## src/rtl/alu_pkg.sv

```systemverilog
// Shared constants, opcode/state encodings and word-format helpers for the
// ALU serial link responder.
package alu_pkg;

  localparam int WORD_LEN    = 10;
  localparam int FRAME_WORDS = 3;
  localparam int RESP_BITS   = WORD_LEN * FRAME_WORDS;

  localparam logic TYPE_DATA = 1'b0;
  localparam logic TYPE_CMD  = 1'b1;

  localparam logic [3:0] WORD_LAST = 4'(WORD_LEN - 1);
  localparam logic [4:0] RESP_LAST = 5'(RESP_BITS - 1);

  typedef enum logic [2:0] {
    OP_AND  = 3'b000,
    OP_OR   = 3'b001,
    OP_INV2 = 3'b010,
    OP_INV3 = 3'b011,
    OP_ADD  = 3'b100,
    OP_SUB  = 3'b101,
    OP_MUL  = 3'b110,
    OP_NONE = 3'b111
  } operation_t;

  typedef enum logic [2:0] {
    ST_IDLE,
    ST_GET_A,
    ST_GET_B,
    ST_GET_CMD,
    ST_EXEC,
    ST_TX
  } state_t;

  function automatic logic parity9(input logic [8:0] bits);
    return ^bits;
  endfunction

  // Payload travels MSB first in word bits 1..8.
  function automatic logic [7:0] word_payload(input logic [WORD_LEN-1:0] w);
    logic [7:0] p;
    for (int i = 0; i < 8; i++) p[7-i] = w[1+i];
    return p;
  endfunction

  function automatic logic [WORD_LEN-1:0] make_word(input logic t, input logic [7:0] p);
    logic [WORD_LEN-1:0] w;
    w[0] = t;
    for (int i = 0; i < 8; i++) w[1+i] = p[7-i];
    w[9] = parity9(w[8:0]);
    return w;
  endfunction

  function automatic logic op_valid(input operation_t op);
    case (op)
      OP_AND, OP_OR, OP_ADD, OP_SUB, OP_MUL: return 1'b1;
      default:                               return 1'b0;
    endcase
  endfunction

endpackage

```

## src/rtl/alu_tx_shifter.sv

```systemverilog
// Loads a 30-bit response and shifts it out LSB first, framing it with
// dout_valid for exactly RESP_BITS cycles.
module alu_tx_shifter
  import alu_pkg::*;
(
  input  logic                 clk,
  input  logic                 reset,
  input  logic                 load_i,
  input  logic [RESP_BITS-1:0] data_i,
  output logic                 dout_o,
  output logic                 dout_valid_o,
  output logic                 last_o
);

  logic [RESP_BITS-1:0] shift_q, shift_d;
  logic [4:0]           cnt_q, cnt_d;
  logic                 valid_q, valid_d;
  logic                 dout_q, dout_d;

  always_ff @(posedge clk or posedge reset) begin
    if (reset) begin
      shift_q <= '0;
      cnt_q   <= '0;
      valid_q <= 1'b0;
      dout_q  <= 1'b0;
    end else begin
      shift_q <= shift_d;
      cnt_q   <= cnt_d;
      valid_q <= valid_d;
      dout_q  <= dout_d;
    end
  end

  always_comb begin
    shift_d = shift_q;
    cnt_d   = cnt_q;
    valid_d = valid_q;
    dout_d  = dout_q;
    if (load_i) begin
      // Bit 0 goes straight to the output; the remainder waits in shift_q.
      dout_d  = data_i[0];
      shift_d = data_i >> 1;
      cnt_d   = '0;
      valid_d = 1'b1;
    end else if (valid_q) begin
      if (cnt_q == RESP_LAST) begin
        valid_d = 1'b0;
        dout_d  = 1'b0;
        cnt_d   = '0;
      end else begin
        dout_d  = shift_q[0];
        shift_d = shift_q >> 1;
        cnt_d   = cnt_q + 5'd1;
      end
    end
  end

  assign dout_o       = dout_q;
  assign dout_valid_o = valid_q;
  assign last_o       = valid_q && (cnt_q == RESP_LAST);

endmodule

```

## src/rtl/alu_serial_responder.sv

```systemverilog
// DUT end of the ALU serial link: deserialises an A/B/command frame, runs the
// ALU and returns a 3-word response through alu_tx_shifter.
module alu_serial_responder
  import alu_pkg::*;
(
  input  logic clk,
  input  logic reset,
  input  logic enable_n,
  input  logic din,
  output logic dout,
  output logic dout_valid
);

  state_t               state_q, state_d;
  logic [3:0]           bit_cnt_q, bit_cnt_d;
  logic [WORD_LEN-1:0]  word_q, word_d;
  logic [7:0]           a_q, a_d, b_q, b_d;
  operation_t           op_q, op_d;
  logic                 err_par_q, err_par_d;
  logic                 err_seq_q, err_seq_d;
  logic                 err_op_q, err_op_d;
  logic [RESP_BITS-1:0] resp_q, resp_d;
  logic                 load_q, load_d;

  logic [WORD_LEN-1:0]  word_full;
  logic [7:0]           payload;
  logic                 tx_last;

  logic [8:0]  sum9, diff9;
  logic [15:0] prod16, alu_r;
  logic        alu_c, alu_v, alu_z, alu_n, any_err;

  always_ff @(posedge clk or posedge reset) begin
    if (reset) begin
      state_q   <= ST_IDLE;
      bit_cnt_q <= '0;
      word_q    <= '0;
      a_q       <= '0;
      b_q       <= '0;
      op_q      <= OP_NONE;
      err_par_q <= 1'b0;
      err_seq_q <= 1'b0;
      err_op_q  <= 1'b0;
      resp_q    <= '0;
      load_q    <= 1'b0;
    end else begin
      state_q   <= state_d;
      bit_cnt_q <= bit_cnt_d;
      word_q    <= word_d;
      a_q       <= a_d;
      b_q       <= b_d;
      op_q      <= op_d;
      err_par_q <= err_par_d;
      err_seq_q <= err_seq_d;
      err_op_q  <= err_op_d;
      resp_q    <= resp_d;
      load_q    <= load_d;
    end
  end

  always_comb begin
    sum9    = {1'b0, a_q} + {1'b0, b_q};
    diff9   = {1'b0, a_q} - {1'b0, b_q};
    prod16  = 16'(a_q) * 16'(b_q);
    alu_r   = '0;
    alu_c   = 1'b0;
    alu_v   = 1'b0;
    any_err = err_par_q || err_seq_q || err_op_q;
    case (op_q)
      OP_AND: alu_r = {8'h00, a_q & b_q};
      OP_OR:  alu_r = {8'h00, a_q | b_q};
      OP_ADD: begin
        alu_r = {7'h00, sum9};
        alu_c = sum9[8];
        alu_v = (a_q[7] == b_q[7]) && (sum9[7] != a_q[7]);
      end
      OP_SUB: begin
        alu_r = {7'h00, diff9};
        alu_c = diff9[8];
        alu_v = (a_q[7] != b_q[7]) && (diff9[7] != a_q[7]);
      end
      OP_MUL: alu_r = prod16;
      default: alu_r = '0;
    endcase
    alu_z = (alu_r == 16'h0000);
    alu_n = (op_q == OP_MUL) ? alu_r[15] : alu_r[7];
    if (any_err) begin
      alu_r = '0;
      alu_c = 1'b0;
      alu_v = 1'b0;
      alu_z = 1'b0;
      alu_n = 1'b0;
    end
  end

  always_comb begin
    state_d   = state_q;
    bit_cnt_d = bit_cnt_q;
    word_d    = word_q;
    a_d       = a_q;
    b_d       = b_q;
    op_d      = op_q;
    err_par_d = err_par_q;
    err_seq_d = err_seq_q;
    err_op_d  = err_op_q;
    resp_d    = resp_q;
    load_d    = 1'b0;
    word_full = word_q;
    word_full[bit_cnt_q] = din;
    payload   = word_payload(word_full);

    case (state_q)
      ST_IDLE, ST_GET_A, ST_GET_B, ST_GET_CMD: begin
        if (enable_n) begin
          bit_cnt_d = '0;
          state_d   = ST_IDLE;
        end else if (state_q == ST_IDLE) begin
          // First bit of word A also opens a fresh error record for the frame.
          word_d    = word_full;
          err_par_d = 1'b0;
          err_seq_d = 1'b0;
          err_op_d  = 1'b0;
          bit_cnt_d = 4'd1;
          state_d   = ST_GET_A;
        end else if (bit_cnt_q == WORD_LAST) begin
          word_d    = word_full;
          bit_cnt_d = '0;
          if (parity9(word_full[8:0]) != word_full[9]) err_par_d = 1'b1;
          case (state_q)
            ST_GET_A: begin
              a_d = payload;
              if (word_full[0] != TYPE_DATA) err_seq_d = 1'b1;
              state_d = ST_GET_B;
            end
            ST_GET_B: begin
              b_d = payload;
              if (word_full[0] != TYPE_DATA) err_seq_d = 1'b1;
              state_d = ST_GET_CMD;
            end
            default: begin
              op_d = operation_t'(payload[2:0]);
              if (word_full[0] != TYPE_CMD) err_seq_d = 1'b1;
              if (!op_valid(operation_t'(payload[2:0]))) err_op_d = 1'b1;
              state_d = ST_EXEC;
            end
          endcase
        end else begin
          word_d    = word_full;
          bit_cnt_d = bit_cnt_q + 4'd1;
        end
      end
      ST_EXEC: begin
        bit_cnt_d = '0;
        resp_d = {make_word(TYPE_DATA, alu_r[7:0]),
                  make_word(TYPE_DATA, alu_r[15:8]),
                  make_word(TYPE_CMD, {err_par_q, err_seq_q, err_op_q,
                                       alu_c, alu_v, alu_z, alu_n, 1'b0})};
        load_d  = 1'b1;
        state_d = ST_TX;
      end
      ST_TX: begin
        bit_cnt_d = '0;
        if (tx_last) state_d = ST_IDLE;
      end
      default: begin
        bit_cnt_d = '0;
        state_d   = ST_IDLE;
      end
    endcase
  end

  alu_tx_shifter u_tx (
    .clk          (clk),
    .reset        (reset),
    .load_i       (load_q),
    .data_i       (resp_q),
    .dout_o       (dout),
    .dout_valid_o (dout_valid),
    .last_o       (tx_last)
  );

endmodule

```

## config.mk

```make
export PLATFORM = sky130hd
export DESIGN_NAME = alu_serial_responder
export DESIGN_NICKNAME = d
export VERILOG_FILES = /design/src/rtl/alu_pkg.sv /design/src/rtl/alu_tx_shifter.sv /design/src/rtl/alu_serial_responder.sv
export SDC_FILE = /design/constraint.sdc
export NUM_CORES = 1
export LEC_CHECK = 0
export ABC_AREA = 1
export CAP_MARGIN = 20
export CORE_MARGIN = 2
export CORE_UTILIZATION = 35
export CTS_CLUSTER_DIAMETER = 30
export CTS_CLUSTER_SIZE = 30
export DETAILED_ROUTE_END_ITERATION = 10
export SLEW_MARGIN = 20
export SYNTH_ARGS = -nofsm -noshare
export SYNTH_HDL_FRONTEND = slang
export SYNTH_SLANG_ARGS = --single-unit
```

## constraint.sdc

```tcl
create_clock -name clk -period 12.4 [get_ports clk]
set_clock_uncertainty 0.2 [all_clocks]
set_input_delay 2.48 -clock clk [delete_from_list [all_inputs] [get_ports clk]]
set_output_delay 2.48 -clock clk [all_outputs]
set_load 0.005 [all_outputs]
```

* Word-level counts from Yosys, hierarchy flattened
Index checks and enable logic that the tools add are counted.
** Word-level totals
- Register bits after elaboration :: 104
- Input bits :: 4
- Output and inout bits :: 2
- Word-level logic and storage cells :: 136
** Cells by class
- Add/sub/neg operators :: 4
- Multiply operators :: 1
- Order comparisons :: 2
- Equal/unequal tests :: 27
- Muxes and demuxes :: 53
- Bitwise gates (word level) :: 5
- Reductions and logical operators :: 29
** Operators by type and width (count)
- $mux 30 :: 3
- $pmux 16 s5 :: 1
- $reduce_xor 9->1 :: 4
- $mux 1 :: 31
- $reduce_and 5->1 :: 5
- $eq 3x3->1 const B :: 8
- $logic_not 16->1 :: 1
- $mul 8x8->16 :: 1
- $mux 16 :: 1
- $mux 4 :: 4
- $mux 5 :: 3
- $mux 3 :: 4
- $bwmux 10 :: 1
- $add 8x8->9 :: 1
- $eq 3x1->1 const B :: 3
- $logic_not 3->1 :: 3
- $pmux 3 s3 :: 1
- $sub 8x8->9 :: 1
- $and 8x8->8 :: 1
- $or 8x8->8 :: 1
- $eq 3x2->1 const B :: 2
- $ne 2x2->1 const B :: 3
- $pmux 3 s2 :: 1
- $reduce_and 2->1 :: 3
- 22 further kinds :: 34

* Longest topological paths before layout
Gate-level depths: netlist of run 1.
- Depth in word-level cells :: 17
- Gate-level depth with buffers :: 29
- Depth with buffers taken out :: 28

* Cells and area by module
A second synthesis of run 1 with hierarchy kept.
** Unflattened totals
- Cells, all modules :: 1310
- Area total of the unflattened synthesis :: 8981.1 µm²
** By module, submodules not included
- alu_serial_responder :: instances 1, cells an instance 1038, area each 6900.4 µm², seq. area each 1680.4 µm²
- alu_tx_shifter :: instances 1, cells an instance 272, area each 2080.7 µm², seq. area each 900.9 µm²

* Worst setup path before layout of run 1
Ideal clock, no wire load.
- Kind :: reg2reg
- Start :: register a_q[1]
- End :: register resp_q[19]
- Setup time :: 117 ps
- Arrival :: 4415 ps
- Data required time :: 12083 ps
- Slack :: 7667 ps
- Cell stages (with the launch flop) :: 27
- Path buffers :: 1
- Clock period less this slack :: 4733 ps
- Path through :: dfrtp_1 > clkbuf_1 > nand2_1 > fa_1 > fa_1 > inv_1 > fa_1 > inv_1 > fa_1 > inv_1 > ha_1 > nand2_1 > nand2_1 > a21oi_1 > nand2_1 > nand2_1 > nand2_1 > nor2_1 > nand2_1 > nand2_1 > inv_1 > nand2_1 > nand3b_1 > nand2_1 > nand2_1 > nand3_1 > nand2_1
** Between the ends
- Cells in the longest elaborated chain, start to end :: 4
- Elaborated cells between the ends (all ways) :: 6
- Those cells by class :: add/sub: 2; mul: 1; mux: 2; reduce/logical: 1
** Ends and longest elaborated chain
- from (decl) :: line alu_serial_responder.sv:17 : logic [7:0] a_q, a_d, b_q, b_d;
- from (signal assigned) :: line alu_serial_responder.sv:38 : a_q <= '0;
- from (signal assigned) :: line alu_serial_responder.sv:50 : a_q <= a_d;
- $mul 8x8->16 (tied with other cells) :: line alu_serial_responder.sv:64 : prod16 = 16'(a_q) * 16'(b_q);
- $pmux 16 s5 (*) :: line alu_serial_responder.sv:69 : case (op_q)
- $mux 16 (*) :: line alu_serial_responder.sv:87 : if (any_err) begin
- $reduce_xor 9->1 (*) :: line alu_pkg.sv:36 : return ^bits;
- to (signal assigned) :: line alu_serial_responder.sv:56 : resp_q <= resp_d;
- to (decl) :: line alu_serial_responder.sv:22 : logic [RESP_BITS-1:0] resp_q, resp_d;
Every way passes the cells marked *; elsewhere a longest branch is shown, timed or not.
A chain may end at the register's enable or synchronous reset.

* Worst setup path in the final report of run 1
- Start :: register a_q[1]
- End :: register resp_q[9]
** Between the ends
- Cells in the longest elaborated chain, start to end :: 6
- Elaborated cells between the ends (all ways) :: 19
- Those cells by class :: add/sub: 2; mul: 1; eq/ne: 2; mux: 8; bitwise: 2; reduce/logical: 4
** Ends and longest elaborated chain (line)
- parallel branches: the longest is 5 deep, another holds $mul 8x8->16
- $reduce_xor 9->1 (*) :: alu_pkg.sv:36
Every way passes the cells marked *.

==> results.py, run 1 <==
metrics = {
    "power": {
        "vdd_ir_drop_max_v": 0.0000644,
        "share_clk_of_total_power_pct": 29.8,
        "leakage_nw": 5.09,
        "powerDensity_nw_per_um2": 111,
        "power_frac_seq_pct": 42.7,
        "total_net_switching_power_mw": 0.374,
        "logic_pwr_share_pct": 27.6,
        "switching_share_pct": 37.2,
        "internal_power_mw": 0.631,
    },
    "sta": {
        "fmax_mhz": 191,
        "finalSetupViolCount": 0,
        "finalCriticalPeriod_ps": 5230,
        "grt_setup_unrepaired": "no",
        "layout_worst_path_cycle_share_pct": 42.1,
        "timing.final.max_slew_violations": 0,
        "slew_headroom_pct": 40.2,
        "hold_viol": 0,
        "worstMarginPinSlew_ps": 897,
        "tns_ps": 0,
    },
    "routing": {
        "finalWirelength_um": 20300,
        "drt.antenna.violating_nets": 0,
        "drtPass1Iterations": 8,
        "drt-wirelength-per-cell_um": 13.6,
        "post_drt_via_cell_ratio": 4.83,
        "drcViolationCount": 0,
        "first_iter_violations": 562,
        "vias": 7239,
    },
    "global_route": {
        "antenna_violations_before_repair": 0,
        "all_layer_global_routing_usage_pct": 16.5,
        "grt_max_degree": 73,
        "grt_pass1_vias": 6840,
        "globalRoute.totalOverflow": 0,
        "wire_length_of_the_first_global_routing_pass_um": 34400,
    },
    "clock_tree": {
        "cts_hold_buf": 0,
        "cts_max_level": 3,
        "cts_resized": 0,
        "cts_inserted_buffers": 9,
        "clock_sink_count": 103,
        "clockRootBuffer": "sky130_fd_sc_hd__clkbuf_16",
        "cts_buffer_depth": 2,
        "cts_tree": "done",
        "cts_setup_buffers": 0,
        "clock_insertion_delay_worst_skew_ps": 360,
        "cts.clk_slew.worst_paths_ps": 70,
    },
    "final_layout": {
        "share_of_post_route_cells_with_drive_strength_above_1_pct": 3.99,
        "final_standard_cell_utilization_of_the_core_pct": 38.5,
        "num-nets-final": 1278,
        "area_delta_synth_final_pct": 7.57,
        "total_inserted_antenna_cells": 0,
        "layoutNonFillerInstCount": 1498,
    },
    "synthesis": {
        "synth.net_count": 1297,
        "yosys_warnings": 0,
        "ys.flop_type": "sky130_fd_sc_hd__dfrtp_1",
        "synthCells": 1193,
        "synth_cell_types": 37,
        "synthArstFlopShare_pct": 100,
        "synth_top_area_share_pct": 29.6,
        "synth_sequential_area_ratio_pct": 30.5,
        "count_of_flip_flops_with_a_built_in_enable_after_synthesis": 0,
        "yosysTopAreaCell": "sky130_fd_sc_hd__dfrtp_1",
        "synth-seq-cells": 103,
        "ys_top_cells_by_area": "sky130_fd_sc_hd__dfrtp_1 (30%), sky130_fd_sc_hd__nand2_1 (16%), sky130_fd_sc_hd__inv_1 (11%), sky130_fd_sc_hd__ha_1 (9.2%), sky130_fd_sc_hd__fa_1 (9.0%)",
        "syn-cell-area_um2": 8450,
        "synthesis.area_per_instance_um2": 7.08,
    },
    "worst_setup_path": {
        "path_max_fanout": 13,
        "critPathSlowestCell": "sky130_fd_sc_hd__dfrtp_1",
        "crit_path_frequent_cell": "sky130_fd_sc_hd__nand2_1",
        "crit_path_end_kind": "flip-flop",
        "timing.critical_path.slowest_cell_delay_ps": 690,
        "worst-r2r-cell-count": 24,
        "cp.arrival_ps": 5270,
        "cp.required_ps": 12450,
        "worstPathCellList": "nand2_1 -> fa_1 -> fa_1 -> inv_1 -> fa_1 -> inv_1 -> fa_1 -> inv_1 -> ha_1 -> nand2_1 -> nor2_1 -> nand2_1 -> nand3_1 -> nand2_1 -> nand3_1 -> nand3_1 -> nor2_1 -> nand3_1 -> nor2_1 -> nand2_1 -> nand2_1 -> nand2_1 -> nand3_1 -> nand2_1",
        "cp-start-kind": "flip-flop",
        "worst_setup_path_category": "reg -> reg",
    },
    "die": {
        "floorplan.core_area_um2": 23600,
        "ioPinCount": 6,
        "row_count": 56,
        "initial_utilization_pct": 35.8,
        "chipWidth_um": 159,
        "die_h_um": 159,
        "die-area_um2": 25400,
    },
    "place": {
        "port-buffer-count": 5,
        "place.detailed.hpwl_um": 15700,
        "placed_cells_incl_taps": 1482,
        "routabilityCongestion": 0.919,
    },
    "run_status": {
        "status": "complete, no violations",
    },
    "min_path": {
        "worstHoldPathType": "reg -> reg",
        "min_delay_path_depth": 1,
    },
    "job": {
        "maxCapViolations": 0,
    },
}
## layer usage
layer  vias to the layer above  GRT usage (%)  wire [µm]
li1                       3650              -          -
met1                      3400           24.0      10200
met2                       160           25.6       8850
met3                        29           2.53        866
met4                         0           4.30        378
met5                         -              0          0
## state kept, by name, summed over array words and instances, names as in the netlist
signal,cells
resp_q,27
err_par_q,1
op_q,3
load_q,1
err_op_q,1
err_seq_q,1
word_q,10
u_tx.dout_o,1
b_q,8
bit_cnt_q,4
a_q,8
u_tx.dout_valid_o,1
u_tx.cnt_q,5
state_q,3
u_tx.shift_q,29
## layout by cell type, fill, tap and decap left out, types with 6 or more instances in the layout
master | synthesis | final
sky130_fd_sc_hd__a21oi_1 | 20 | 20
sky130_fd_sc_hd__nand3b_1 | 12 | 12
sky130_fd_sc_hd__nand3_1 | 86 | 86
sky130_fd_sc_hd__nor2_1 | 63 | 63
sky130_fd_sc_hd__nor3_1 | 6 | 6
sky130_fd_sc_hd__xnor2_1 | 7 | 7
sky130_fd_sc_hd__xor2_1 | 6 | 6
sky130_fd_sc_hd__ha_1 | 62 | 62
sky130_fd_sc_hd__dfrtp_1 | 100 | 99
sky130_fd_sc_hd__fa_1 | 38 | 38
sky130_fd_sc_hd__inv_1 | 237 | 236
sky130_fd_sc_hd__nor2_2 | 6 | 6
sky130_fd_sc_hd__a22oi_1 | 20 | 20
sky130_fd_sc_hd__nand2_1 | 363 | 363
sky130_fd_sc_hd__nand4_1 | 11 | 11
sky130_fd_sc_hd__clkbuf_16 | 0 | 9
sky130_fd_sc_hd__o21ai_0 | 68 | 68
## area by class of cell
class                      instances  area [µm²]
multi-input combinational        808        4800
clock inverter                     6        78.8
fill                            2506       14500
clock buffer                      10         239
inverter                         245         922
tap                              319         399
timing repair buffer               7        65.1
sequential                       103        2580
## power groups by stage
| stage | logic (mW) | clock network (mW) | registers, mW |
|---|---|---|---|
| after global placement | 0.275 | 0 | 0.433 |
| final | 0.277 | 0.299 | 0.429 |
| after detailed placement | 0.279 | 0 | 0.433 |
| after global routing | 0.324 | 0.322 | 0.435 |
| after CTS | 0.280 | 0.309 | 0.428 |
| after floorplan | 0.229 | 0 | 0.410 |
## final timing paths
path / from / end / slack [ps]
min in group asynchronous: reset / bit_cnt_q[1] / 2270
worst min register to register: resp_q[0] / resp_q[0] / 280
worst min-delay path: resp_q[0] / resp_q[0] / 280
max in group asynchronous: reset / load_q / 8460
worst max-delay path: a_q[1] / resp_q[9] / 7170
worst max register to register: a_q[1] / resp_q[9] / 7170
## stage by stage
| stage | cell area [µm²] | setup slack (ps) | power, mW | hold WS [ps] |
|---|---|---|---|---|
| floorplan | 8450 | 7020 | 0.638 | 239 |
| global placement | 8770 | 7270 | 0.708 | 255 |
| detailed placement | 8770 | 7230 | 0.712 | 258 |
| CTS | 9090 | 7210 | 1.02 | 276 |
| global route | 9090 | 6730 | 1.08 | 306 |
| finish | 9090 | 7170 | 1.00 | 275 |
## critical path, delay by kind of cell (launching register included)
kind	cells	cell delay, ps
AND/OR/NAND/NOR	16	1630
flip-flops	1	690
buffers and inverters	3	150
adder cells (fa/ha/maj)	5	2450
## synthesized netlist by cell type (all sizes together) (11+ instances only)
library cell	instances
o21ai	78
a21oi	21
nor2	69
nand3b	12
clkbuf	33
inv	242
nand3	90
a22oi	20
ha	62
dfrtp	100
nand4	11
nand2	363
fa	38
## logic make-up (layout without fill, tap and decap cells)
kind of cell | after synthesis | after routing | share of synthesized area [%]
simple gates | 556 | 556 | 27.5
buf+inv | 282 | 268 | 12.6
compound gates | 139 | 139 | 9.76
flops | 103 | 103 | 30.5
fa+ha+maj | 100 | 100 | 18.2
xor+xnor | 13 | 13 | 1.35
(Power assumes the default switching activity.)
==> run 2: changes to the inputs <==
- clock period: 12.4 -> 4.3 ns (I/O delays scaled with it)
==> run 2 against run 1 <==
Compared with the run above: the run now ends with negative setup slack left; highest routed layer unchanged; clock-buffer cell count stayed put; critical endpoint unchanged; combinational power grew to 3.2 times the previous value; die area unchanged; final area grew 10%; register-to-register slack worse by 7500 ps.
==> results.py, run 2 (synthesis results as in run 1) <==
metrics = {
    "worst_setup_path": {
        "timing.critical_path.slowest_cell_delay_ps": 510,
        "r2r_slack_ps": -340,
        "path_max_fanout": 7,
        "crit_path_end_kind": "flip-flop",
        "critPathBufInv": 6,
        "cp-start-kind": "flip-flop",
        "worst_setup_path_category": "reg -> reg",
        "cp.required_ps": 4360,
        "cp.arrival_ps": 4710,
        "crit_path_frequent_cell": "sky130_fd_sc_hd__nand2_1",
        "critPathSlowestCell": "sky130_fd_sc_hd__fa_1",
        "cp_top_family": "adder cells",
    },
    "min_path": {
        "worstHoldPathType": "reg -> reg",
    },
    "sta": {
        "timing.final.max_slew_violations": 0,
        "slew_headroom_pct": 56.5,
        "layout_setup_ws_ps": -342,
        "layout_worst_path_cycle_share_pct": 108,
        "finalSetupViolCount": 7,
        "worstMarginPinSlew_ps": 651,
        "hold_viol": 0,
        "finalCriticalPeriod_ps": 4640,
        "fmax_mhz": 215,
        "grt_setup_unrepaired": "yes",
    },
    "routing": {
        "drt.antenna.violating_nets": 0,
        "finalWirelength_um": 21400,
        "post_drt_via_cell_ratio": 4.70,
        "drcViolationCount": 0,
        "vias": 7390,
        "drt-wirelength-per-cell_um": 13.6,
        "drtPass1Iterations": 5,
        "first_iter_violations": 518,
    },
    "final_layout": {
        "largest_registers": "u_tx.shift_q: 29 flops, resp_q: 27 flops, word_q: 10 flops",
        "share_of_post_route_cells_with_drive_strength_above_1_pct": 17.2,
        "total_inserted_antenna_cells": 0,
        "registers.top_by_ff_count": "u_tx.shift_q",
        "fillCellCount": 2444,
        "design_area_um2": 10000,
        "layout_commonest_cell": "sky130_fd_sc_hd__nand2_1",
        "multi_input_logic_area_um2": 5140,
        "num-nets-final": 1353,
        "area_delta_synth_final_pct": 18.8,
        "mostFrequentLayoutCells": "sky130_fd_sc_hd__nand2_1 (331), sky130_fd_sc_hd__inv_1 (219), sky130_fd_sc_hd__dfrtp_1 (91), sky130_fd_sc_hd__nand3_1 (78), sky130_fd_sc_hd__buf_4 (67)",
        "largest_register_ff_count": 29,
        "final_standard_cell_utilization_of_the_core_pct": 42.5,
        "regArea_um2": 2590,
    },
    "clock_tree": {
        "cts_inserted_buffers": 9,
        "clock_sink_count": 103,
        "cts_tree": "done",
        "cts.clk_slew.worst_paths_ps": 90,
        "clockRootBuffer": "sky130_fd_sc_hd__clkbuf_16",
        "cts_buffer_depth": 2,
        "clock_insertion_delay_worst_skew_ps": 370,
        "cts_max_level": 3,
    },
    "place": {
        "dp_slack_ps": -402,
        "dpl_cell_area_um2": 9370,
        "place.detailed.hpwl_um": 16400,
        "port-buffer-count": 5,
        "routabilityCongestion": 0.858,
    },
    "power": {
        "powerDensity_nw_per_um2": 292,
        "power_frac_seq_pct": 40.7,
        "internal_power_mw": 1.80,
        "logic_pwr_share_pct": 30.6,
        "share_clk_of_total_power_pct": 28.7,
        "vdd_ir_drop_max_v": 0.000263,
        "total_power_mw": 2.93,
        "switching_share_pct": 38.6,
        "leakage_nw": 5.51,
        "total_net_switching_power_mw": 1.13,
    },
    "global_route": {
        "all_layer_global_routing_usage_pct": 17.0,
        "antenna_violations_before_repair": 0,
        "wire_length_of_the_first_global_routing_pass_um": 35600,
        "grt_pass1_vias": 7076,
        "grt_max_degree": 78,
        "globalRoute.totalOverflow": 0,
    },
    "job": {
        "maxCapViolations": 0,
    },
    "die": {
        "die_h_um": 159,
        "floorplan.core_area_um2": 23600,
        "chipWidth_um": 159,
        "die-area_um2": 25400,
        "initial_utilization_pct": 35.8,
        "row_count": 56,
        "ioPinCount": 6,
    },
    "run_status": {
        "violations": "negative setup slack",
        "status": "complete, but fails checks",
    },
}
-- run 2: what timing repair did --
action / in CTS / in global routing
endpoints found under the setup margin: 10 / 15
pin swaps: 22 / 13
hold buffers: 0 / 0
setup buffers: 8 / 4
resized for setup: 36 / 61
-- run 2: cell type report --
type | instances | share of cell area [%]
inverters | 245 | 9.21
flip-flops and latches | 103 | 25.8
repair buffers | 82 | 6.81
multi-input cells | 808 | 51.2
clock inverters | 6 | 0.623
clock buffers | 10 | 2.38
well taps | 319 | 3.98
-- run 2: worst reg2reg max path, delay by kind of cell (launching register included) --
kind                       cells  cell delay (ps)
AOI/OAI and AO/OA              1              150
adders and majority gates      5             2220
buffers and inverters          6              530
DFF                            1              480
and+or+nand+nor               13              970
-- run 2: per-stage QoR --
stage / setup TNS, ps / std cells / hold WS, ps
2_1_floorplan: -0.668 / 1193 / 239
6_report: -1560 / 1573 / 271
3_5_place_dp: -1730 / 1546 / 259
5_1_grt: -3270 / 1573 / 308
4_1_cts: -1360 / 1569 / 276
3_3_place_gp: -1430 / 1546 / 253
-- run 2: layer usage --
metal / vias to the layer above / track usage, % / share of wire, %
li1: 3795 / - / -
met1: 3476 / 24.5 / 49
met2: 102 / 27.3 / 47
met3: 17 / 2.19 / 2.8
met4: 0 / 3.97 / 1.4
met5: - / 0 / 0
-- run 2: power by group through the flow --
stage	registers [mW]	logic, mW	clock network (mW)
after floorplan	1.18	0.660	0
after global placement	1.20	0.878	0
after detailed placement	1.21	0.887	0
after CTS	1.19	0.891	0.864
after global routing	1.21	1.03	0.902
final	1.19	0.896	0.841
-- run 2: path summary, 6_finish.rpt --
kind,cells after the start,endpoint,from
min,1,resp_q[0],resp_q[0]
max in group asynchronous,3,resp_q[19],reset
min in group asynchronous,2,word_q[6],reset
max reg2reg,25,resp_q[9],b_q[5]
min reg2reg,1,resp_q[0],resp_q[0]
max,25,resp_q[9],b_q[5]
==> run 3: changes to the inputs <==
- REMOVE_ABC_BUFFERS: default -> 1
==> run 3 against run 2 <==
Compared with the run above: the run still ends with negative setup slack left; setup slack improved by 22 ps; first-iteration DRC count increased by 9.1%; cell count up 0.57%; non-clock buffer count increased by 9; via count grew 1.5%; flip-flop and latch count is the same; clock-buffer cell count up 1; hold slack gained 18 ps; total power grew 0.56%; combinational power is 5.4% lower; register-to-register slack improved by 20 ps; critical path depth down 2; critical endpoint unchanged.
==> results.py, run 3 (synthesis results as in run 1) <==
metrics = {
    "routing": {
        "drcViolationCount": 0,
        "first_iter_violations": 565,
        "post_drt_via_cell_ratio": 4.74,
        "drtPass1Iterations": 5,
        "vias": 7504,
        "finalWirelength_um": 22000,
        "drt-wirelength-per-cell_um": 13.9,
        "drt.antenna.violating_nets": 0,
    },
    "final_layout": {
        "registers.top_by_ff_count": "u_tx.shift_q",
        "largest_register_ff_count": 29,
        "largest_registers": "u_tx.shift_q: 29 flops, resp_q: 27 flops, word_q: 10 flops",
        "share_of_post_route_cells_with_drive_strength_above_1_pct": 19.1,
        "layout_commonest_cell": "sky130_fd_sc_hd__nand2_1",
        "mostFrequentLayoutCells": "sky130_fd_sc_hd__nand2_1 (327), sky130_fd_sc_hd__inv_1 (219), sky130_fd_sc_hd__dfrtp_1 (93), sky130_fd_sc_hd__nand3_1 (74), sky130_fd_sc_hd__buf_4 (69)",
        "total_inserted_antenna_cells": 0,
        "num-nets-final": 1362,
        "layoutNonFillerInstCount": 1582,
        "regArea_um2": 2590,
        "multi_input_logic_area_um2": 5260,
        "fillCellCount": 2386,
        "design_area_um2": 10200,
        "area_delta_synth_final_pct": 21.2,
    },
    "place": {
        "placed_cells_incl_taps": 1554,
        "place.detailed.hpwl_um": 17000,
        "port-buffer-count": 5,
        "dp_slack_ps": -649,
        "dpl_cell_area_um2": 9310,
        "routabilityCongestion": 0.885,
    },
    "worst_setup_path": {
        "worstSetupStartpoint": "b_q[4]",
        "cp-start-kind": "flip-flop",
        "critical_path.reg2reg.startpoint": "b_q[4]",
        "crit_path_end_kind": "flip-flop",
        "crit-reg2reg-capture": "resp_q[9]",
        "cp.arrival_ps": 4670,
        "worst-r2r-cell-count": 23,
        "r2r_slack_ps": -320,
        "cp.required_ps": 4350,
        "path_max_fanout": 5,
        "worst_setup_path_category": "reg -> reg",
    },
    "clock_tree": {
        "clock_sink_count": 103,
        "cts_inserted_buffers": 9,
        "cts_max_level": 3,
        "clock_insertion_delay_worst_skew_ps": 360,
        "clockRootBuffer": "sky130_fd_sc_hd__clkbuf_16",
        "cts_buffer_depth": 2,
        "cts_hold_buf": 0,
        "cts.clk_slew.worst_paths_ps": 70,
        "cts_tree": "done",
    },
    "sta": {
        "finalSetupViolCount": 6,
        "layout_worst_path_cycle_share_pct": 107,
        "fmax_mhz": 216,
        "finalCriticalPeriod_ps": 4620,
        "slew_headroom_pct": 26.4,
        "hold_viol": 0,
        "worstMarginPinSlew_ps": 1100,
        "grt_setup_unrepaired": "yes",
        "layout_setup_ws_ps": -321,
        "timing.final.max_slew_violations": 0,
        "tns_ps": -1000,
    },
    "power": {
        "vdd_ir_drop_max_v": 0.000297,
        "logic_pwr_share_pct": 28.8,
        "total_net_switching_power_mw": 1.11,
        "share_clk_of_total_power_pct": 29.2,
        "total_power_mw": 2.94,
        "switching_share_pct": 37.6,
        "powerDensity_nw_per_um2": 287,
        "power_frac_seq_pct": 42.0,
        "internal_power_mw": 1.84,
        "leakage_nw": 5.57,
    },
    "global_route": {
        "globalRoute.totalOverflow": 0,
        "grt_max_degree": 58,
        "all_layer_global_routing_usage_pct": 17.8,
        "grt_pass1_vias": 7454,
        "antenna_violations_before_repair": 0,
        "wire_length_of_the_first_global_routing_pass_um": 37000,
    },
    "job": {
        "maxCapViolations": 0,
    },
    "min_path": {
        "holdCritStartpoint": "word_q[9]",
        "worstHoldPathType": "reg -> reg",
        "holdPathEnd": "word_q[9]",
        "min_delay_path_depth": 2,
    },
    "die": {
        "die_h_um": 159,
        "chipWidth_um": 159,
        "ioPinCount": 6,
        "die-area_um2": 25400,
        "initial_utilization_pct": 35.8,
        "floorplan.core_area_um2": 23600,
        "row_count": 56,
    },
    "run_status": {
        "violations": "negative setup slack",
        "status": "complete, but fails checks",
    },
}
## run 3: cell types whose count changed in the layout (fill, tap and decap cells not counted), sizes merged
cell | previous run | this run
inv | 245 | 243
clkbuf | 10 | 11
buf | 77 | 86
clkinv | 6 | 5
clkinvlp | 0 | 1
bufinv | 0 | 1
## run 3: critical path, cell delays in order, from the launching register on
cell,delay (ps)
sky130_fd_sc_hd__dfrtp_2,450
sky130_fd_sc_hd__ha_4,180
sky130_fd_sc_hd__fa_1,570
sky130_fd_sc_hd__fa_2,460
sky130_fd_sc_hd__fa_1,480
sky130_fd_sc_hd__inv_1,50
sky130_fd_sc_hd__fa_1,490
sky130_fd_sc_hd__inv_2,50
sky130_fd_sc_hd__ha_4,270
sky130_fd_sc_hd__nand2_2,60
sky130_fd_sc_hd__nand2_2,50
sky130_fd_sc_hd__a21oi_2,180
sky130_fd_sc_hd__buf_4,130
sky130_fd_sc_hd__nand3b_1,130
sky130_fd_sc_hd__nand3_2,150
sky130_fd_sc_hd__nand2_1,80
sky130_fd_sc_hd__inv_2,50
sky130_fd_sc_hd__nand3_1,70
sky130_fd_sc_hd__nor2_1,120
sky130_fd_sc_hd__nand2_2,80
sky130_fd_sc_hd__nand2_1,60
sky130_fd_sc_hd__nand2_1,50
sky130_fd_sc_hd__nand3_1,60
sky130_fd_sc_hd__nand2_1,40
## run 3: final cells by class
cell class	instances	share of cell area (%)
multi-input cells	808	51.3
flip-flops and latches	103	25.3
well taps	319	3.90
clock inverters	5	0.647
inverters	245	9.05
repair buffers	91	7.41
clock buffers	11	2.37
## run 3: worst max path at each step
| stage | to | depth (start not counted) |
|---|---|---|
| after floorplan | resp_q[19] | 24 |
| after global placement | resp_q[9] | 25 |
| after detailed placement | resp_q[9] | 23 |
| after CTS | resp_q[9] | 24 |
| after global routing | resp_q[9] | 25 |
| final | resp_q[9] | 23 |
## run 3: stage by stage
| stage | util [%] | hold slack (ps) |
|---|---|---|
| floorplan | - | 239 |
| global placement | 39.4 | 259 |
| detailed placement | 39.4 | 263 |
| CTS | 42.4 | 292 |
| global route | 43.4 | 311 |
| finish | 43.4 | 289 |
## run 3: what timing repair did
item | CTS | global route
setup endpoints to repair | 16 | 14
pin swaps | 48 | 31
setup buffers | 9 | 5
gates resized for setup | 84 | 69
## run 3: metal layers
| metal | global-route usage (%) | wire length (µm) |
|---|---|---|
| met1 | 24.3 | 10500 |
| met2 | 29.9 | 10500 |
| met3 | 2.74 | 747 |
| met4 | 3.76 | 262 |
| met5 | 0 | 0 |
## run 3: power by group through the flow
stage                     logic, mW  registers [mW]  clock network (mW)
final                         0.848            1.24               0.859
after global routing          0.979            1.26               0.923
after CTS                     0.846            1.23               0.882
after detailed placement      0.838            1.25                   0
after global placement        0.825            1.25                   0
after floorplan               0.602            1.21                   0
==> RTL change 1 (settings of run 2) <==
`WORD_LEN`: 10 -> 12.
--- a/src/rtl/alu_pkg.sv
+++ b/src/rtl/alu_pkg.sv
@@ -2,7 +2,7 @@
 // ALU serial link responder.
 package alu_pkg;
 
-  localparam int WORD_LEN    = 10;
+  localparam int WORD_LEN    = 12;
   localparam int FRAME_WORDS = 3;
   localparam int RESP_BITS   = WORD_LEN * FRAME_WORDS;
 
Behaviour: same outputs for any inputs over 10 cycles, from zero or initial values and one cycle with reset high; that may be too few to reach the edited logic, so the function may still have changed.
==> RTL change 1 against run 2 <==
The flow still finishes with violations (negative setup slack). Setup slack worse by 0.052 ns. Total power is 20% higher. Combinational power is 48% higher. Final area increased by 2.6%. Wire length is 0.63% lower. Area after synthesis up 2.5%. Sequential cell count grew 4. Critical path type unchanged. Highest routed layer unchanged.
==> RTL change 1: results (changes against run 2) <==
Logic synthesis
  • Number of synthesized flops with an enable pin: 0 (unchanged)
  • Post-synthesis mux area share: 0 (unchanged)
  • Synth Area in Adders: 0.1818 (about the same)
  • Post-Synth XOR/XNOR Area: 0.01720 (+0.003724)
  • Post-synthesis sequential area ratio: 0.3097 (+0.004233)
  • YS warnings: 0 (unchanged)
  • Synth top area cells: dfrtp_1 (30%), nand2_1 (16%), inv_1 (10%)
  • Commonest cells post-synth: nand2_1 (358), inv_1 (238), dfrtp_1 (104)
  • Syn nets: 1,317 (+1.5%)
  • Count of different cell masters after synthesis: 40 (+8.1%)
  • Post-synthesis compound-gate area fraction: 0.09553 (-0.002052)
  • Asr flop ratio synth: 1.000 (unchanged)

Power and ir drop
  • Max IR drop VDD: 227.3 uV (-14%)
  • Internal power: 2083 uW (+16%)
  • Total leakage power: 0.005625 uW (+2.0%)

Placement
  • Routability Congestion: 0.8845 (+3.1%)
  • IO Port Bufs: 5 (unchanged)
  • Hpwl dp: 16.54 mm (+0.73%)

Global routing
  • Vias in the first global route: 7,438 (+5.1%)
  • First-pass GRT wire length: 36.09 mm (+1.5%)
  • Largest net degree at the start of global routing: 58 (-26%)
  • Antenna violations before repair: 0 (unchanged)
  • GRT Util Overall: 0.1688 (-0.001658)

STA
  • Setup ws final: -0.3941 ns (-0.05175 ns)
  • Setup violators final: 7 (unchanged)
  • Worst slew margin: 0.4836 (-0.08096)

Worst setup path
  • Peak fanout along the critical path: 4 (-3)
  • Critical Path AT: 4.79 ns (+0.08 ns)
  • Crit path max-delay cell type: fa_1
  • CP delay by family, top: adder cells
  • CP max stage delay: 0.54 ns (+0.03 ns)

Worst hold path
  • Hold Crit Class: reg -> reg

Detailed routing
  • Metal3 WL: 600 microns (-0.99%)
  • DR top layer: met4
  • Met2 wire len: 9.901 mm (-0.65%)
  • Drt first pass iters: 6 (+1)
  • Post-Route WL: 21.26 mm (-0.63%)
  • DR iter-0 viols: 441 (-15%)
  • M1 WL: 10.46 mm (-0.59%)
  • Routed via count: 7,580 (+2.6%)

Status
  • Status: finished with violations
  • Failing checks: negative setup slack

Layout
  • Fill cell count: 2,442 (-0.082%)
  • Fraction of layout cells with a size suffix above 1: 0.1727 (+0.0004855)
  • Final net count: 1,394 (+3.0%)
  • Biggest regs: u_tx.shift_q: 33 flops, resp_q: 27 flops, word_q: 10 flops
  • Number of diodes: 0 (unchanged)

CTS
  • CTS buffer count: 9 (unchanged)
  • Root buf cell: clkbuf_16
  • H-tree levels: 3 (unchanged)
  • CTS clk-pin slew, worst paths: approximately 0.080 ns
  • Max clock buf depth: 2 (unchanged)
  • Clk_lat worst skew: about 0.36 ns
[RTL change 1: cell count changes after synthesis, sizes merged, moves of 5 or more]
| cell | delta |
|---|---|
| nand3b | -7 |
| nor2 | +13 |
| o22ai | +7 |
| a21oi | +9 |
| a22o | -5 |
| o21ai | -23 |
| nand3 | +8 |
| xor2 | +5 |
[RTL change 1: cell families (layout without fill, tap and decap cells)]
| kind of cell | Yosys count | count (layout) |
|---|---|---|
| AOI/OAI and AO/OA | 135 | 135 |
| DFF | 107 | 107 |
| buffers and inverters | 281 | 362 |
| adders and majority gates | 103 | 103 |
| and+or+nand+nor | 567 | 567 |
| xor gates and xnor gates | 17 | 17 |
[RTL change 1: area by class of cell]
type                    instances  area, sq um  share of cell area
clock inverters                 6        61.31            0.005953
well taps                     324        405.4             0.03936
multi-input cells             822         5169              0.5019
repair buffers                104        828.3             0.08043
clock buffers                   9        225.2             0.02187
flip-flops and latches        107         2695              0.2617
inverters                     243        914.6             0.08881
[RTL change 1: what timing repair did]
| action | CTS | global route |
|---|---|---|
| pin swaps | 16 | 19 |
| buffers inserted | 13 | 3 |
| endpoints found under the setup margin | 13 | 14 |
| resized for setup | 48 | 36 |
[RTL change 1: through the flow]
stage,instance area (sq um),setup WS (ns),instances,TNS [ns]
after floorplan,8778,-0.08378,1210,-0.1610
after global placement,9674,-0.4424,1585,-1.922
after detailed placement,9674,-0.4416,1585,-2.420
after CTS,10170,-0.2919,1612,-1.184
after global routing,10300,-0.5477,1615,-3.414
final,10300,-0.3941,1615,-1.543
[RTL change 1: worst paths after layout]
path | end | slack (ns) | start | cells past startpoint
min in group asynchronous | bit_cnt_q[3]$_DFF_PP0_ | 0.75 | reset | 2
max reg2reg | resp_q[9]$_DFFE_PP0P_ | -0.39 | a_q[4]$_DFFE_PP0P_ | 24
max | resp_q[9]$_DFFE_PP0P_ | -0.39 | a_q[4]$_DFFE_PP0P_ | 24
max in group asynchronous | resp_q[29]$_DFFE_PP0P_ | 2.42 | reset | 3
min reg2reg | resp_q[0]$_DFFE_PP0P_ | 0.28 | resp_q[0]$_DFFE_PP0P_ | 1
min | resp_q[0]$_DFFE_PP0P_ | 0.28 | resp_q[0]$_DFFE_PP0P_ | 1
[RTL change 1: routing by layer]
metal,vias up,track usage
li1,3901,-
met1,3556,0.2356
met2,101,0.2799
met3,22,0.01977
met4,0,0.04302
met5,-,0
[RTL change 1: power groups by stage]
stage               clock network, uW  logic (uW)  registers (uW)
global placement                    0        1300            1390
finish                            813        1330            1380
global route                      878        1510            1410
CTS                               835        1330            1380
floorplan                           0         953            1360
detailed placement                  0        1320            1400
==> RTL change 2 (settings of run 2) <==
Made on the original files. Put a register stage on the output `dout`, with the module's reset. The value now appears one clock later. The other outputs are not delayed to match.
--- a/src/rtl/alu_serial_responder.sv
+++ b/src/rtl/alu_serial_responder.sv
@@ -10,6 +10,8 @@
   output logic dout,
   output logic dout_valid
 );
+
+  logic dout_c;
 
   state_t               state_q, state_d;
   logic [3:0]           bit_cnt_q, bit_cnt_d;
@@ -174,10 +176,18 @@
     .reset        (reset),
     .load_i       (load_q),
     .data_i       (resp_q),
-    .dout_o       (dout),
+    .dout_o       (dout_c),
     .dout_valid_o (dout_valid),
     .last_o       (tx_last)
   );
 
+  always_ff @(posedge clk or posedge reset) begin
+    if (reset) begin
+      dout <= '0;
+    end else begin
+      dout <= dout_c;
+    end
+  end
+
 endmodule
 
Formal check against the unedited RTL: same outputs for any inputs over 10 cycles, from zero or initial values and one cycle with reset high; that may be too few to reach the edited logic, so the function may still have changed.
==> RTL change 2 against run 2 <==
Sequential share of layout area decreased by 0.15 points. First-iteration DRC count decreased by 4.1%. Wire length increased by 3.8%. Area after synthesis increased by 0.30%. The flow still finishes with violations (negative setup slack). Sequential cell count increased by 1. Final area increased by 1.7%. Largest cell class unchanged. Hold slack got worse by 0.076 ns. Highest routed layer unchanged. Setup slack got worse by 0.042 ns. Total power increased by 3.1%. Largest power group unchanged.
==> RTL change 2: results (changes against run 2) <==
Layout
  • Biggest regs: u_tx.shift_q: 29 flops, resp_q: 27 flops, word_q: 10 flops
  • Max reg flops: 29 (unchanged)
  • Non-Filler Instances: 1,578 (+0.32%)
  • Fill cell count: 2,416 (-1.1%)
  • Fraction of layout cells with a size suffix above 1: 0.1843 (+0.01202)
  • Final net count: 1,358 (+0.37%)

Logic synthesis
  • Synth top area cells: dfrtp_1 (30%), nand2_1 (16%), inv_1 (10%)
  • Cell count after synthesis: 1,194 (+0.084%)
  • Asr flop ratio synth: 1.000 (unchanged)
  • Post-synthesis sequential area ratio: 0.3075 (+0.002051)
  • Syn nets: 1,298 (+0.077%)
  • Commonest cells post-synth: nand2_1 (363), inv_1 (237), dfrtp_1 (101)

Worst setup path
  • Worst R2R Start: a_q[4]$_DFFE_PP0P_
  • CP delay by family, top: adder cells
  • Peak fanout along the critical path: 5 (-2)
  • R2r worst-path depth: 24 (-4.0%)
  • CP max stage delay: 0.54 ns (+0.03 ns)

Detailed routing
  • DR iter-0 viols: 497 (-4.1%)
  • Post-Route WL: 22.20 mm (+3.8%)
  • Routed via count: 7,549 (+2.2%)

Status
  • Failing checks: negative setup slack
  • Status: finished with violations

Placement
  • Hpwl dp: 16.73 mm (+1.8%)
  • Cell Area, Placed: 9329 sq um (-0.43%)
  • Routability Congestion: 0.8696 (+1.3%)
  • DP Worst Slack: -0.4227 ns (-0.02045 ns)
  • Placed cells: 1,540 (-0.39%)

Worst hold path
  • Cells on Worst Hold Path: 0 (-1)
  • Hold wc startpoint: u_tx.dout_o$_DFFE_PP0P_
  • Hold Crit Class: reg -> reg
  • Hold Path End: dout$_DFF_PP0_

STA
  • Setup tns final: -1.432 ns (+0.1245 ns)
  • Worst slew margin: 0.5620 (-0.002553)
  • Setup violators final: 7 (unchanged)
  • Setup ws final: -0.3840 ns (-0.04164 ns)

Global routing
  • GR Util met2: 0.2896 (+0.01633)
  • M3 GR Usage: 0.02475 (+0.002865)
  • Largest net degree at the start of global routing: 79 (+1.3%)
  • First-pass GRT wire length: 36.78 mm (+3.4%)
  • Met1 Track Usage GR: 0.2460 (+0.0006847)
  • GRT Util Overall: 0.1773 (+0.006857)
  • Vias in the first global route: 7,328 (+3.6%)

Power and ir drop
  • Total leakage power: 0.005565 uW (+0.92%)
  • Switching pwr: 1164 uW (+3.1%)
  • Max IR drop VDD: 211.2 uV (-20%)

Job
  • Max cap viols: 0 (unchanged)

CTS
  • H-tree levels: 3 (unchanged)
  • Max clock buf depth: 2 (unchanged)
RTL change 2: cell types whose count changed after synthesis, sizes merged:
cell / before / now
dfrtp: 100 / 101
RTL change 2: logic make-up (layout without fill, tap and decap cells):
kind of cell / after synthesis / in the layout / share of synthesized area
compound gates: 139 / 139 / 0.09730
xor+xnor: 13 / 13 / 0.01344
fa+ha+maj: 100 / 100 / 0.1813
buf+inv: 282 / 347 / 0.1258
flops: 104 / 104 / 0.3075
simple gates: 556 / 556 / 0.2746
RTL change 2: how the worst max path moves through the flow:
| stage | slack, ns | end | depth (start not counted) | startpoint |
|---|---|---|---|---|
| CTS | -0.29 | resp_q[19]$_DFFE_PP0P_ | 25 | a_q[4]$_DFFE_PP0P_ |
| detailed placement | -0.42 | resp_q[19]$_DFFE_PP0P_ | 23 | b_q[3]$_DFFE_PP0P_ |
| global route | -0.57 | resp_q[19]$_DFFE_PP0P_ | 26 | a_q[3]$_DFFE_PP0P_ |
| global placement | -0.41 | resp_q[19]$_DFFE_PP0P_ | 23 | b_q[3]$_DFFE_PP0P_ |
| finish | -0.38 | resp_q[9]$_DFFE_PP0P_ | 24 | a_q[4]$_DFFE_PP0P_ |
| floorplan | -0.0007 | resp_q[19]$_DFFE_PP0P_ | 25 | a_q[7]$_DFFE_PP0P_ |
RTL change 2: power groups by stage:
| stage | Sequential [uW] | Clock (uW) | Combinational (uW) |
|---|---|---|---|
| after global placement | 1220 | 0 | 884 |
| after detailed placement | 1220 | 0 | 893 |
| after floorplan | 1200 | 0 | 660 |
| after global routing | 1220 | 964 | 1030 |
| final | 1200 | 907 | 908 |
| after CTS | 1200 | 938 | 903 |
RTL change 2: timing repair:
item,in CTS,in global routing
hold buffers,0,0
buffers inserted,17,10
endpoints found under the hold margin,0,0
resized for setup,76,52
pin swaps,29,42
setup endpoints to repair,10,15
RTL change 2: stage by stage:
step	hold slack, ns	util	power [uW]
finish	0.1947	0.4322	3017
global placement	0.1797	0.3951	2099
floorplan	0.1543	-	1855
detailed placement	0.1702	0.3951	2111
CTS	0.1981	0.4231	3042
global route	0.2131	0.4322	3208
RTL change 2: final cells by class:
cell class                      count  area, sq um  area share
Multi-Input combinational cell    808         5187      0.5083
Sequential cell                   104         2620      0.2567
Inverter                          245        924.6     0.09060
Timing Repair Buffer               86        757.0     0.07417
Tap cell                          319        399.1     0.03911
Clock buffer                        9        225.2     0.02207
Clock inverter                      7        92.59    0.009072
RTL change 2: per-layer routing:
metal  routed length [microns]  part of all wire  vias up
met1                     10860              0.49     3602
li1                          -                 -     3813
met2                     10340              0.47      106
met5                         0                 0        -
met3                       596             0.027       28
met4                       398             0.018        0
